## config.mk

```make
export PLATFORM = sky130hd
export DESIGN_NAME = mem_port_arbiter
export DESIGN_NICKNAME = d
export VERILOG_FILES = /design/src/rtl/mem_port_arbiter.sv
export SDC_FILE = /design/constraint.sdc
export NUM_CORES = 1
export LEC_CHECK = 0
export BUFFER_PORTS_ARGS = -buffer_cell sky130_fd_sc_hd__buf_2
export CORE_AREA = 2 2 171 89
export CTS_BUF_LIST = sky130_fd_sc_hd__clkbuf_2 sky130_fd_sc_hd__clkbuf_4 sky130_fd_sc_hd__clkbuf_8
export DETAILED_ROUTE_END_ITERATION = 8
export DIE_AREA = 0 0 173 91
export PLACE_DENSITY = 0.75
export SYNTH_ARGS = -nofsm -noshare
export SYNTH_HDL_FRONTEND = slang
export SYNTH_SLANG_ARGS = --single-unit
```

## constraint.sdc

```tcl
create_clock -name clk -period 4.6 [get_ports clk]
set_input_delay 0.69 -clock clk [delete_from_list [all_inputs] [get_ports clk]]
set_output_delay 0.69 -clock clk [all_outputs]
set_load 0.02 [all_outputs]
```

## src/rtl/mem_port_arbiter.sv

```systemverilog
// mem_port_arbiter
//
// Shares one single-port, fixed-latency memory between the instruction-fetch
// port (i_*) and the data-access port (d_*). One access is in flight at a
// time. The data port has priority, but after MAX_STREAK consecutive data
// grants taken while fetch was waiting, the next contested grant goes to
// fetch. The winning port gets a one-cycle ready pulse with its read data.
//
// Ports
//   clk, reset          : rising-edge clock, asynchronous active-high reset
//   i_req/i_addr        : fetch request and byte address
//   i_rdata/i_ready     : fetched word and completion pulse
//   d_req/d_we/d_addr/d_wdata : data request, store enable, address, data
//   d_rdata/d_ready     : load word and completion pulse
//   mem_en/mem_we/mem_addr/mem_wdata : registered memory strobe and request
//   mem_rdata           : memory read data, valid LATENCY cycles after mem_en
//   misalign            : sticky flag for any granted misaligned request
module mem_port_arbiter #(
  parameter int ADDR_W     = 32,
  parameter int DATA_W     = 32,
  parameter int LATENCY    = 2,
  parameter int MAX_STREAK = 3
) (
  input  logic              clk,
  input  logic              reset,
  input  logic              i_req,
  input  logic [ADDR_W-1:0] i_addr,
  output logic [DATA_W-1:0] i_rdata,
  output logic              i_ready,
  input  logic              d_req,
  input  logic              d_we,
  input  logic [ADDR_W-1:0] d_addr,
  input  logic [DATA_W-1:0] d_wdata,
  output logic [DATA_W-1:0] d_rdata,
  output logic              d_ready,
  output logic              mem_en,
  output logic              mem_we,
  output logic [ADDR_W-1:0] mem_addr,
  output logic [DATA_W-1:0] mem_wdata,
  input  logic [DATA_W-1:0] mem_rdata,
  output logic              misalign
);

  localparam int STREAK_W = (MAX_STREAK < 4) ? 2 : (MAX_STREAK < 8) ? 3 : 4;
  localparam logic [STREAK_W-1:0] STREAK_MAX = STREAK_W'(MAX_STREAK);
  localparam logic [3:0] LAT_LD = 4'(LATENCY);

  typedef enum logic [1:0] {IDLE, WAIT, RESP} state_t;

  state_t              state, state_nxt;
  logic                win_d, win_d_nxt;
  logic [3:0]          cnt, cnt_nxt;
  logic [STREAK_W-1:0] streak, streak_nxt;

  logic                mem_en_nxt, mem_we_nxt;
  logic [ADDR_W-1:0]   mem_addr_nxt;
  logic [DATA_W-1:0]   mem_wdata_nxt;
  logic                i_ready_nxt, d_ready_nxt;
  logic [DATA_W-1:0]   i_rdata_nxt, d_rdata_nxt;
  logic                misalign_nxt;

  logic                pick_d;
  logic [ADDR_W-1:0]   sel_addr;

  // Saturating increment of the data-grant streak.
  function automatic logic [STREAK_W-1:0] streak_inc(input logic [STREAK_W-1:0] s);
    return (s >= STREAK_MAX) ? STREAK_MAX : s + 1'b1;
  endfunction

  always_comb begin
    state_nxt     = state;
    win_d_nxt     = win_d;
    cnt_nxt       = cnt;
    streak_nxt    = streak;
    mem_en_nxt    = 1'b0;
    mem_we_nxt    = 1'b0;
    mem_addr_nxt  = mem_addr;
    mem_wdata_nxt = mem_wdata;
    i_ready_nxt   = 1'b0;
    d_ready_nxt   = 1'b0;
    i_rdata_nxt   = i_rdata;
    d_rdata_nxt   = d_rdata;
    misalign_nxt  = misalign;
    pick_d        = d_req && (!i_req || (streak < STREAK_MAX));
    sel_addr      = pick_d ? d_addr : i_addr;

    case (state)
      IDLE: begin
        if (i_req || d_req) begin
          win_d_nxt = pick_d;
          // A data grant taken while fetch waits extends the streak;
          // any other grant ends it.
          if (pick_d && i_req) streak_nxt = streak_inc(streak);
          else                 streak_nxt = '0;

          if (sel_addr[1:0] != 2'b00) begin
            // Misaligned: no memory access, respond next cycle with zero.
            misalign_nxt = 1'b1;
            state_nxt    = RESP;
            if (pick_d) begin
              d_ready_nxt = 1'b1;
              d_rdata_nxt = '0;
            end else begin
              i_ready_nxt = 1'b1;
              i_rdata_nxt = '0;
            end
          end else begin
            mem_en_nxt    = 1'b1;
            mem_we_nxt    = pick_d & d_we;
            mem_addr_nxt  = {sel_addr[ADDR_W-1:2], 2'b00};
            mem_wdata_nxt = d_wdata;
            cnt_nxt       = LAT_LD;
            state_nxt     = WAIT;
          end
        end
      end

      WAIT: begin
        // The count is measured from the mem_en cycle: it holds across that
        // cycle and reaches 1 in the cycle where mem_rdata is valid.
        if (!mem_en) cnt_nxt = cnt - 1'b1;
        if (!mem_en && (cnt == 4'd1)) begin
          state_nxt = RESP;
          if (win_d) begin
            d_ready_nxt = 1'b1;
            d_rdata_nxt = mem_rdata;
          end else begin
            i_ready_nxt = 1'b1;
            i_rdata_nxt = mem_rdata;
          end
        end
      end

      RESP: begin
        state_nxt = IDLE;
      end

      default: begin
        state_nxt = IDLE;
      end
    endcase
  end

  always_ff @(posedge clk or posedge reset) begin
    if (reset) begin
      state     <= IDLE;
      win_d     <= 1'b0;
      cnt       <= '0;
      streak    <= '0;
      mem_en    <= 1'b0;
      mem_we    <= 1'b0;
      mem_addr  <= '0;
      mem_wdata <= '0;
      i_ready   <= 1'b0;
      d_ready   <= 1'b0;
      i_rdata   <= '0;
      d_rdata   <= '0;
      misalign  <= 1'b0;
    end else begin
      state     <= state_nxt;
      win_d     <= win_d_nxt;
      cnt       <= cnt_nxt;
      streak    <= streak_nxt;
      mem_en    <= mem_en_nxt;
      mem_we    <= mem_we_nxt;
      mem_addr  <= mem_addr_nxt;
      mem_wdata <= mem_wdata_nxt;
      i_ready   <= i_ready_nxt;
      d_ready   <= d_ready_nxt;
      i_rdata   <= i_rdata_nxt;
      d_rdata   <= d_rdata_nxt;
      misalign  <= misalign_nxt;
    end
  end

endmodule

```

Yosys cells after proc, flatten, opt, wreduce, memory -nomap -nowiden
Index checks and enable logic that the tools add are counted.

Bits in registers: 140. Input bits: 133. Logic and storage cells: 88.

Add/sub/neg operators: 2. Magnitude comparators: 2. Equal/unequal tests: 11. Mux-type cells: 41. Bitwise gates (word level): 2. Reductions and logical operators: 17.

Operator list (number): $mux 32 (11); $pmux 32 s2 (2); $ne 2x2->1 const B (9); $mux 1 (16); $mux 4 (3); $reduce_and 6->1 (2); $mux 2 (5); $pmux 4 s2 (1); $reduce_and 3->1 (2); $eq 4x1->1 const B (1); $pmux 1 s2 (2); $pmux 2 s2 (1); $reduce_and 2->1 (2); $reduce_and 4->1 (1); $reduce_bool 2->1 (2); $sub 4x1->4 const B (1); $logic_and 1x1->1 (3); $add 2x1->2 const B (1); $eq 2x1->1 const B (1); $ge 2x2->1 const B (1); $logic_not 1->1 (2); $logic_not 2->1 (1); $logic_or 1x1->1 (2); $lt 2x2->1 const B (1); other kinds (2) (2).

Depth between registers and ports, before layout
Gate-level depths: netlist of the first run.

Word-level depth: 8. Mapped depth: 7.

Worst setup path before layout of the first run
No wires, ideal clock.

Kind: input to register. Start: input d_req. End: register mem_addr[10]. Library setup time: 127 ps. Data arrival time: 2163 ps. Setup slack: 2309 ps. Stages on the path: 7. Buffers on the path: 3. Cells stage by stage: buf_4 -> inv_1 -> or4_4 -> a21oi_2 -> buf_6 -> buf_6 -> mux2_1.

Word-level cells in the longest chain between the ends: 5.

RTL lines: start, declared (line 30) `input logic d_req,`; $logic_and 1x1->1 (line 84) `pick_d = d_req && (!i_req || (streak < STREAK_MAX));`; $mux 32 (line 85) `sel_addr = pick_d ? d_addr : i_addr;`; $reduce_bool 2->1 (line 96) `if (sel_addr[1:0] != 2'b00) begin`; $not 1->1 (no line); $reduce_and 3->1 (no line); end signal, assigned (line 166) `mem_addr <= mem_addr_nxt;`; end, declared (line 38) `output logic [ADDR_W-1:0] mem_addr,`.

Parallel ways exist; a longest one is shown, timed or not. A chain may end at the register's enable or synchronous reset.

Final worst setup path of the first run
Start: register cnt[1]. End: register i_rdata[21].

Word-level cells in the longest chain between the ends: 4.

RTL lines: start, declared (line 52) `logic [3:0] cnt, cnt_nxt;`; start signal, assigned (line 162) `cnt <= cnt_nxt;`; $eq 4x1->1 (line 122) `if (!mem_en && (cnt == 4'd1)) begin`; $logic_and 1x1->1 (line 122); $ne 2x2->1 (no line); $reduce_and 6->1 (no line); end signal, assigned (line 170) `i_rdata <= i_rdata_nxt;`; end, declared (line 28) `output logic [DATA_W-1:0] i_rdata,`.

Every way passes these cells.

==> results_dict.tcl, run 1 <==
set metrics [dict create \
    finalPower_mw 6.01 \
    powerDensity_nw_per_um2 734 \
    postRouteAntennaNets 0 \
    finalNetCount 818 \
    firstDrtPassIters 4 \
    placed_cells 861 \
    fin_skew_ps 18.3 \
    hp-class "in2async" \
    clock_latency_ps 420 \
    grt_pass1_vias 4558 \
    gr-total-overflow 0 \
    path_max_fanout 33 \
    fin_util_pct 57.7 \
    vias_per_cell 4.81 \
    cts_tree "built" \
    fillers 1189 \
    timing.fmax_mhz 366 \
    rr_worst_depth 6 \
    reg2reg_slack_ps 1860 \
    final_cell_mix "buf_2 (263), dfrtp_1 (140), mux2_4 (58)" \
    syn_area_um2 6300 \
    fin_cells 894 \
    io_pins 266 \
    max-vdd-ir-drop_v 0.000320 \
    drv_slew 0 \
    synth.distinct_cells 39 \
    yosysWarnings 0 \
    slew_headroom_pct 40.7 \
    synth_edf_count 0 \
    dr.first_iter.drc_count 163 \
    grt_max_degree 62 \
    io_buffer_count 263 \
    rr_endpoint "i_rdata[21]" \
    async_flop_share_pct 100 \
    setup_viol 0 \
    die-area_um2 15700 \
    required_ps 4890 \
    die_w_um 173 \
    fp.dieH_um 91 \
    wl_per_cell_um 16.0 \
    cp-startpoint "cnt[1]" \
    path_class "reg2reg" \
    finalCritPeriodShare_pct 59.5 \
    hold_viol_final 0 \
    syn_inst 416 \
    rows 31 \
    synthFlopType "dfrtp_1" \
    route.detailed.drc 0 \
    crit_path_end "i_rdata[21]" \
    avgSynthCellArea_um2 15.1 \
    dp_slack_ps 1730 \
    core_area_um2 14200 \
    hold_slack_ps 314 \
    drive_above_1_share_pct 60.5 \
    clock_path_buffers 2 \
    yosysSeqAreaShare_pct 55.6 \
    crit_path_start_kind "flip-flop" \
    arrival_ps 3030 \
    r2r-start "cnt[1]" \
    postCtsSetupBuffers 0 \
    design_area_um2 8190 \
    cts_max_level 4 \
    p_leak_nw 4.39 \
    rsz0062_at_grt "false" \
    tightest_slew_ps 888 \
    fin_crit_ps 2740 \
    grt_usage_pct 18.9 \
    cts_buffers 17 \
    drt-total-wl_mm 14.3 \
    tns_ps 0 \
    globalplace.congestion 0.758 \
    end_kind "flip-flop" \
    floorplan.initialDensity_pct 44.4 \
    antenna_found_initial 0 \
    holdBufCountCts 0 \
    vias 4298 \
    fin_ws_ps 1860 \
    clock_sinks 140 \
    place_hpwl_mm 10.6 \
    post_cts_resized 0 \
    status "finished, final reports clean" \
    final_common_cell "buf_2" \
    clk_pin_slew_ps 90 \
    root_buffer "clkbuf_8" \
    n_antenna_cell 0 \
    grt_pass1_wl_mm 23.8 \
    placed_cell_area_um2 7740 \
    synthToLayoutAreaGrowth_pct 29.9 \
    synth-seq-cells 140 \
    drv_cap 0 \
]
==> Yosys cell counts, types with 3 or more instances <==
master	n	area [µm²]
nor4_1	3	18.8
o21ai_0	6	30.0
clkbuf_1	5	18.8
mux2_2	51	574
dfrtp_1	140	3500
nor2_1	6	22.5
inv_1	9	33.8
buf_6	12	135
nand2_1	7	26.3
a31oi_1	3	18.8
mux2_1	47	529
mux2_4	58	871
buf_4	3	22.5
and2_1	32	200
==> how the worst min path moves through the flow <==
stage,start,slack [ps],to,cells past startpoint
final,reset,310,mem_wdata[31],2
after floorplan,win_d,450,win_d,2
after global placement,mem_wdata[1],460,mem_wdata[1],1
after detailed placement,mem_addr[20],470,mem_addr[20],1
after CTS,reset,310,mem_wdata[29],2
after global routing,reset,340,mem_wdata[31],2
==> flip-flops by register name (all words and copies together) (netlist names), 2 cells and up <==
| name | flops |
|---|---|
| state | 2 |
| streak | 2 |
| d_rdata | 32 |
| i_rdata | 32 |
| mem_wdata | 32 |
| cnt | 4 |
| mem_addr | 30 |
==> worst max-delay path: stages (launching register included) <==
cell and delay (ps):
dfrtp_1 400, inv_1 80, ha_1 130, or4b_4 480, o22ai_4 220, nand4_4 720, mux2_2 560
==> report_power, final <==
part / internal (mW) / leakage (nW) / switching [mW]
logic: 1.23 / 2.39 / 1.54
registers: 1.83 / 1.79 / 0.355
clock network: 0.554 / 0.209 / 0.494
==> cell families (layout without fill, tap and decap cells) <==
family / Yosys count / count (layout) / share of synthesized area [%]
AND/OR/NAND/NOR: 65 / 65 / 6.67
flip-flops: 140 / 140 / 55.6
multiplexers: 158 / 158 / 31.7
buffers and inverters: 32 / 311 / 3.55
AO/OA/AOI/OAI: 18 / 18 / 2.07
other: 1 / 2 / 0.0595
adder cells (fa/ha/maj): 2 / 2 / 0.397
==> layout make-up <==
type | instances | area, µm² | area share (%)
tap | 198 | 248 | 3.03
timing repair buffer | 270 | 1390 | 17.0
clock inverter | 14 | 180 | 2.20
inverter | 9 | 38.8 | 0.474
clock buffer | 18 | 241 | 2.95
sequential | 140 | 3500 | 42.8
multi-input combinational | 245 | 2590 | 31.6
==> per-layer routing <==
layer	track usage (%)	up-vias	part of all wire, %
met1	25.3	2137	46
met5	0	-	0
met3	5.19	8	6.1
li1	-	1992	-
met4	5.51	0	0.63
met2	30.5	161	48
No activity file was read; power rests on OpenSTA's default activity.
==> run 2, diff against run 1 <==
CORE_AREA = 2 2 162 85   (was 2 2 171 89)
DIE_AREA = 0 0 164 87   (was 0 0 173 91)
PLACE_DENSITY = 0.79   (was 0.75)
clock period = 2.9 ns   (was 4.6 ns; I/O delays follow)
==> run 2 against run 1 <==
Routed wire length down 3.7%; clock power up 45%; register-to-register slack worse by 1200 ps; clock-buffer cell count up 1; setup slack worse by 1200 ps; largest power group unchanged; clock skew down 6.5 ps; cell count down 2.3%.
==> results_dict.tcl, run 2 (synthesis results as in run 1) <==
set metrics [dict create \
    fin_crit_ps 2260 \
    grt_pass1_vias 4477 \
    drv_cap 0 \
    powerDensity_nw_per_um2 1150 \
    placed_cell_area_um2 7740 \
    path_class "reg2reg" \
    synthToLayoutAreaGrowth_pct 29.1 \
    firstDrtPassIters 4 \
    grt_pass1_wl_mm 22.4 \
    clk_pin_slew_ps 90 \
    antenna_found_initial 0 \
    design_area_um2 8130 \
    multiInputGateArea_um2 2590 \
    post_cts_resized 0 \
    min_from "d_wdata[2]" \
    reg2reg_slack_ps 640 \
    tns_ps 0 \
    setup_viol 0 \
    final_cell_mix "buf_2 (263), dfrtp_1 (140), mux2_4 (58)" \
    slew_headroom_pct 39.1 \
    floorplan.initialDensity_pct 48.4 \
    reg.largest.list "d_rdata: 32 flops, i_rdata: 32 flops, mem_wdata: 32 flops" \
    cts_buffers 17 \
    core_area_um2 13000 \
    clock_path_buffers 2 \
    end_kind "flip-flop" \
    final_common_cell "buf_2" \
    hold_viol_final 0 \
    clock_latency_ps 420 \
    dr.first_iter.drc_count 168 \
    whs_path_depth 2 \
    place_hpwl_mm 10.1 \
    p_leak_nw 4.36 \
    status "finished, final reports clean" \
    cts_tree "built" \
    gr-total-overflow 0 \
    wl_per_cell_um 15.8 \
    path_max_fanout 33 \
    drt-total-wl_mm 13.8 \
    finalCritPeriodShare_pct 78.0 \
    holdBufCountCts 0 \
    fp.dieH_um 87 \
    finalNetCount 819 \
    rr_endpoint "d_rdata[20]" \
    grt_usage_pct 19.9 \
    io_buffer_count 263 \
    crit_path_start_kind "flip-flop" \
    max-vdd-ir-drop_v 0.000551 \
    vias 4249 \
    tightest_slew_ps 913 \
    grt_max_degree 74 \
    hp-class "in2reg" \
    required_ps 3200 \
    fillers 985 \
    register_area_um2 3500 \
    root_buffer "clkbuf_8" \
    finalPower_mw 9.39 \
    rsz0062_at_grt "false" \
    clock_sinks 140 \
    vias_per_cell 4.87 \
    postRouteAntennaNets 0 \
    postCtsSetupBuffers 0 \
    drive_above_1_share_pct 60.5 \
    fin_skew_ps 11.8 \
    globalplace.congestion 0.819 \
    arrival_ps 2560 \
    whs_endpoint "mem_wdata[2]" \
    timing.fmax_mhz 442 \
    n_antenna_cell 0 \
    rr_worst_depth 7 \
    hold_slack_ps 228 \
    io_pins 266 \
    die_w_um 164 \
    die-area_um2 14300 \
    rows 30 \
    drv_slew 0 \
    route.detailed.drc 0 \
    r2r-start "cnt[1]" \
    cts_max_level 4 \
]
==> run 2: layer usage <==
metal	global-route usage, %	up-vias	wire [µm]
met1	26.0	2090	6210
met3	5.28	12	921
met4	5.02	0	92
met5	0	-	0
li1	-	1996	-
met2	33.3	151	6600
==> run 2: layout make-up <==
class,instances,share of cell area (%)
clock buffers,19,3.22
clock inverters,13,1.63
multi-input cells,245,31.8
inverters,9,0.462
flip-flops and latches,140,43.1
repair buffers,271,17.1
well taps,176,2.71
==> run 2: worst max-delay path by stage <==
stage	end	from	depth (start not counted)	slack, ps
after floorplan	cnt[0]	reset	1	720
after global placement	mem_wdata[28]	d_req	6	650
after detailed placement	mem_wdata[30]	d_req	6	570
after CTS	d_rdata[7]	cnt[1]	7	620
after global routing	d_rdata[21]	cnt[1]	7	550
final	d_rdata[20]	cnt[1]	7	640
==> run 2: per-stage QoR <==
step | setup WS [ps] | utilization, % | std cells
final | 638 | 62.4 | 873
after global routing | 554 | 62.4 | 873
after CTS | 618 | 62.4 | 873
after detailed placement | 575 | 59.4 | 841
after global placement | 655 | 59.4 | 841
after floorplan | 716 | - | 417
==> run 2: worst max-delay path, stage by stage (launching register included) <==
cell	delay, ps
dfrtp_1	400
inv_1	80
ha_1	130
or4b_4	480
o22ai_4	230
nand4_4	110
buf_4	340
mux2_4	370
==> run 2: power breakdown <==
| part | switching, mW | internal, mW | leakage, nW | total [mW] |
|---|---|---|---|---|
| Combinational | 2.46 | 1.96 | 2.39 | 4.42 |
| Sequential | 0.545 | 2.90 | 1.79 | 3.44 |
| Clock | 0.780 | 0.745 | 0.188 | 1.52 |
| Total | 3.79 | 5.60 | 4.36 | 9.39 |
==> run 3, diff against run 2 <==
CORE_AREA = 2 2 171 89   (was 2 2 162 85)
DIE_AREA = 0 0 173 91   (was 0 0 164 87)
PLACE_DENSITY = 0.75   (was 0.79)
clock period = 2 ns   (was 2.9 ns; I/O delays follow)
==> run 3 against run 2 <==
The flow now finishes with violations (setup timing); clock skew up 4.2 ps; clock-buffer cell count is 1 lower; sequential cell count unchanged; hold slack got worse by 140 ps; global-route usage decreased by 0.53 points; routed wire length is 17% higher; core utilization grew 0.16 points; via count increased by 4.2%; power increased by 59%; first-iteration DRC count down 7.1%; combinational power rose by 68%; critical path depth stayed put; largest cell class unchanged.
==> results_dict.tcl, run 3 (synthesis results as in run 1) <==
set metrics [dict create \
    place_hpwl_mm 10.8 \
    antenna_found_initial 1 \
    postRouteAntennaNets 0 \
    cts_tree "built" \
    hp-class "in2reg" \
    reg2reg_slack_ps -50 \
    reg.largest.list "d_rdata: 32 flops, i_rdata: 32 flops, mem_wdata: 32 flops" \
    dr.first_iter.drc_count 156 \
    p_switching_mw 5.83 \
    fin_skew_ps 16.0 \
    clk_pin_slew_ps 100 \
    rr_endpoint "i_rdata[2]" \
    path_max_fanout 33 \
    clock_path_buffers 2 \
    finalPower_mw 14.9 \
    setup_viol 71 \
    vias 4428 \
    wl_per_cell_um 17.4 \
    multiInputGateArea_um2 2840 \
    route.detailed.drc 0 \
    root_buffer "clkbuf_8" \
    crit_path_start_kind "flip-flop" \
    firstDrtPassIters 4 \
    clock_sinks 140 \
    floorplan.initialDensity_pct 44.4 \
    io_pins 266 \
    p_leak_nw 4.79 \
    seq_power_share_pct 33.9 \
    synthToLayoutAreaGrowth_pct 41.0 \
    end_kind "flip-flop" \
    finalNetCount 851 \
    min_from "d_wdata[28]" \
    comb_power_share_pct 49.9 \
    whs_endpoint "mem_wdata[28]" \
    clock_latency_ps 430 \
    design_area_um2 8880 \
    cts_max_level 4 \
    status "complete, but fails checks" \
    register_area_um2 3500 \
    die_w_um 173 \
    die-area_um2 15700 \
    core_area_um2 14200 \
    drv_cap 0 \
    powerDensity_nw_per_um2 1680 \
    grt_pass1_wl_mm 24.3 \
    fp.dieH_um 91 \
    rsz0062_at_grt "true" \
    placed_cell_area_um2 7950 \
    max-vdd-ir-drop_v 0.000763 \
    finalCritPeriodShare_pct 102 \
    drv_slew 0 \
    final_common_cell "buf_2" \
    required_ps 2310 \
    fin_util_pct 62.6 \
    drt-total-wl_mm 16.1 \
    dp_slack_ps -84.7 \
    hold_viol_final 0 \
    fillers 1103 \
    gr-total-overflow 0 \
    whs_path_depth 2 \
    switching_share_pct 39.1 \
    grt_pass1_vias 4682 \
    final_cell_mix "buf_2 (263), dfrtp_1 (140), mux2_4 (120)" \
    fin_ws_ps -48.7 \
    p_clk_share_pct 16.2 \
    fin_crit_ps 2050 \
    grt_usage_pct 19.4 \
    vias_per_cell 4.77 \
    timing.fmax_mhz 488 \
    globalplace.congestion 0.855 \
    violations "setup timing" \
    arrival_ps 2360 \
    grt_max_degree 79 \
    rows 31 \
    rr_worst_depth 7 \
    drive_above_1_share_pct 69.1 \
    r2r-start "cnt[1]" \
    path_class "reg2reg" \
    cts_buffers 17 \
    intPower_mw 9.07 \
    io_buffer_count 263 \
]
-- run 3: cell types whose count changed in the layout (fill, tap and decap cells not counted), sizes merged --
cell | before | now
inv | 13 | 15
diode | 0 | 1
clkinvlp | 5 | 3
bufinv | 1 | 2
dlygate4sd3 | 0 | 1
clkbuf | 19 | 23
buf | 271 | 297
-- run 3: layout make-up --
type	count	share of cell area, %
flip-flops and latches	140	39.4
multi-input cells	245	31.9
repair buffers	303	20.6
clock buffers	18	2.79
well taps	198	2.79
clock inverters	14	2.00
inverters	9	0.422
diodes	1	0.0282
-- run 3: power by group through the flow --
stage | clock (mW) | combinational [mW] | sequential (mW)
floorplan | 0 | 2.91 | 6.55
global placement | 0 | 6.53 | 4.95
detailed placement | 0 | 6.69 | 5.03
CTS | 2.48 | 6.75 | 5.01
global route | 2.64 | 7.89 | 5.23
finish | 2.41 | 7.44 | 5.05
-- run 3: worst max path at each step --
stage	from	endpoint	slack (ps)	cells after the start
after floorplan	reset	cnt[0]	-50	1
after global placement	cnt[1]	d_rdata[28]	-30	7
after detailed placement	cnt[1]	d_rdata[27]	-80	7
after CTS	cnt[1]	i_rdata[19]	-60	7
after global routing	cnt[1]	d_rdata[27]	-130	7
final	cnt[1]	i_rdata[2]	-50	7
-- run 3: routing by layer --
layer | track usage [%] | vias up | routed length [µm]
li1 | - | 2055 | -
met1 | 25.7 | 2191 | 7430
met2 | 30.6 | 170 | 7470
met3 | 5.90 | 12 | 1040
met4 | 6.00 | 0 | 174
met5 | 0 | - | 0
-- run 3: critical path, cell delays in order, from the launching register on --
cell and delay, ps:
dfrtp_1 390, inv_2 60, ha_1 130, or4b_4 480, o22ai_4 190, nand4_4 130
buf_12 220, mux2_4 320
-- run 3: stage by stage --
stage	hold slack, ps	setup TNS, ps	cells
6_report	91.9	-2020	928
2_1_floorplan	435	-6870	417
3_5_place_dp	461	-4350	878
5_1_grt	56.0	-9180	928
3_3_place_gp	456	-1120	878
4_1_cts	51.0	-2970	912
-- run 3: repair_timing --
| action | in CTS | in global routing |
|---|---|---|
| endpoints found under the setup margin | 67 | 126 |
| hold buffers | 1 | 0 |
| hold endpoints to repair | 13 | 0 |
| gates resized for setup | 6 | 67 |
| setup buffers | 1 | 7 |
| pin swaps | 1 | 1 |
| gates cloned | 0 | 8 |
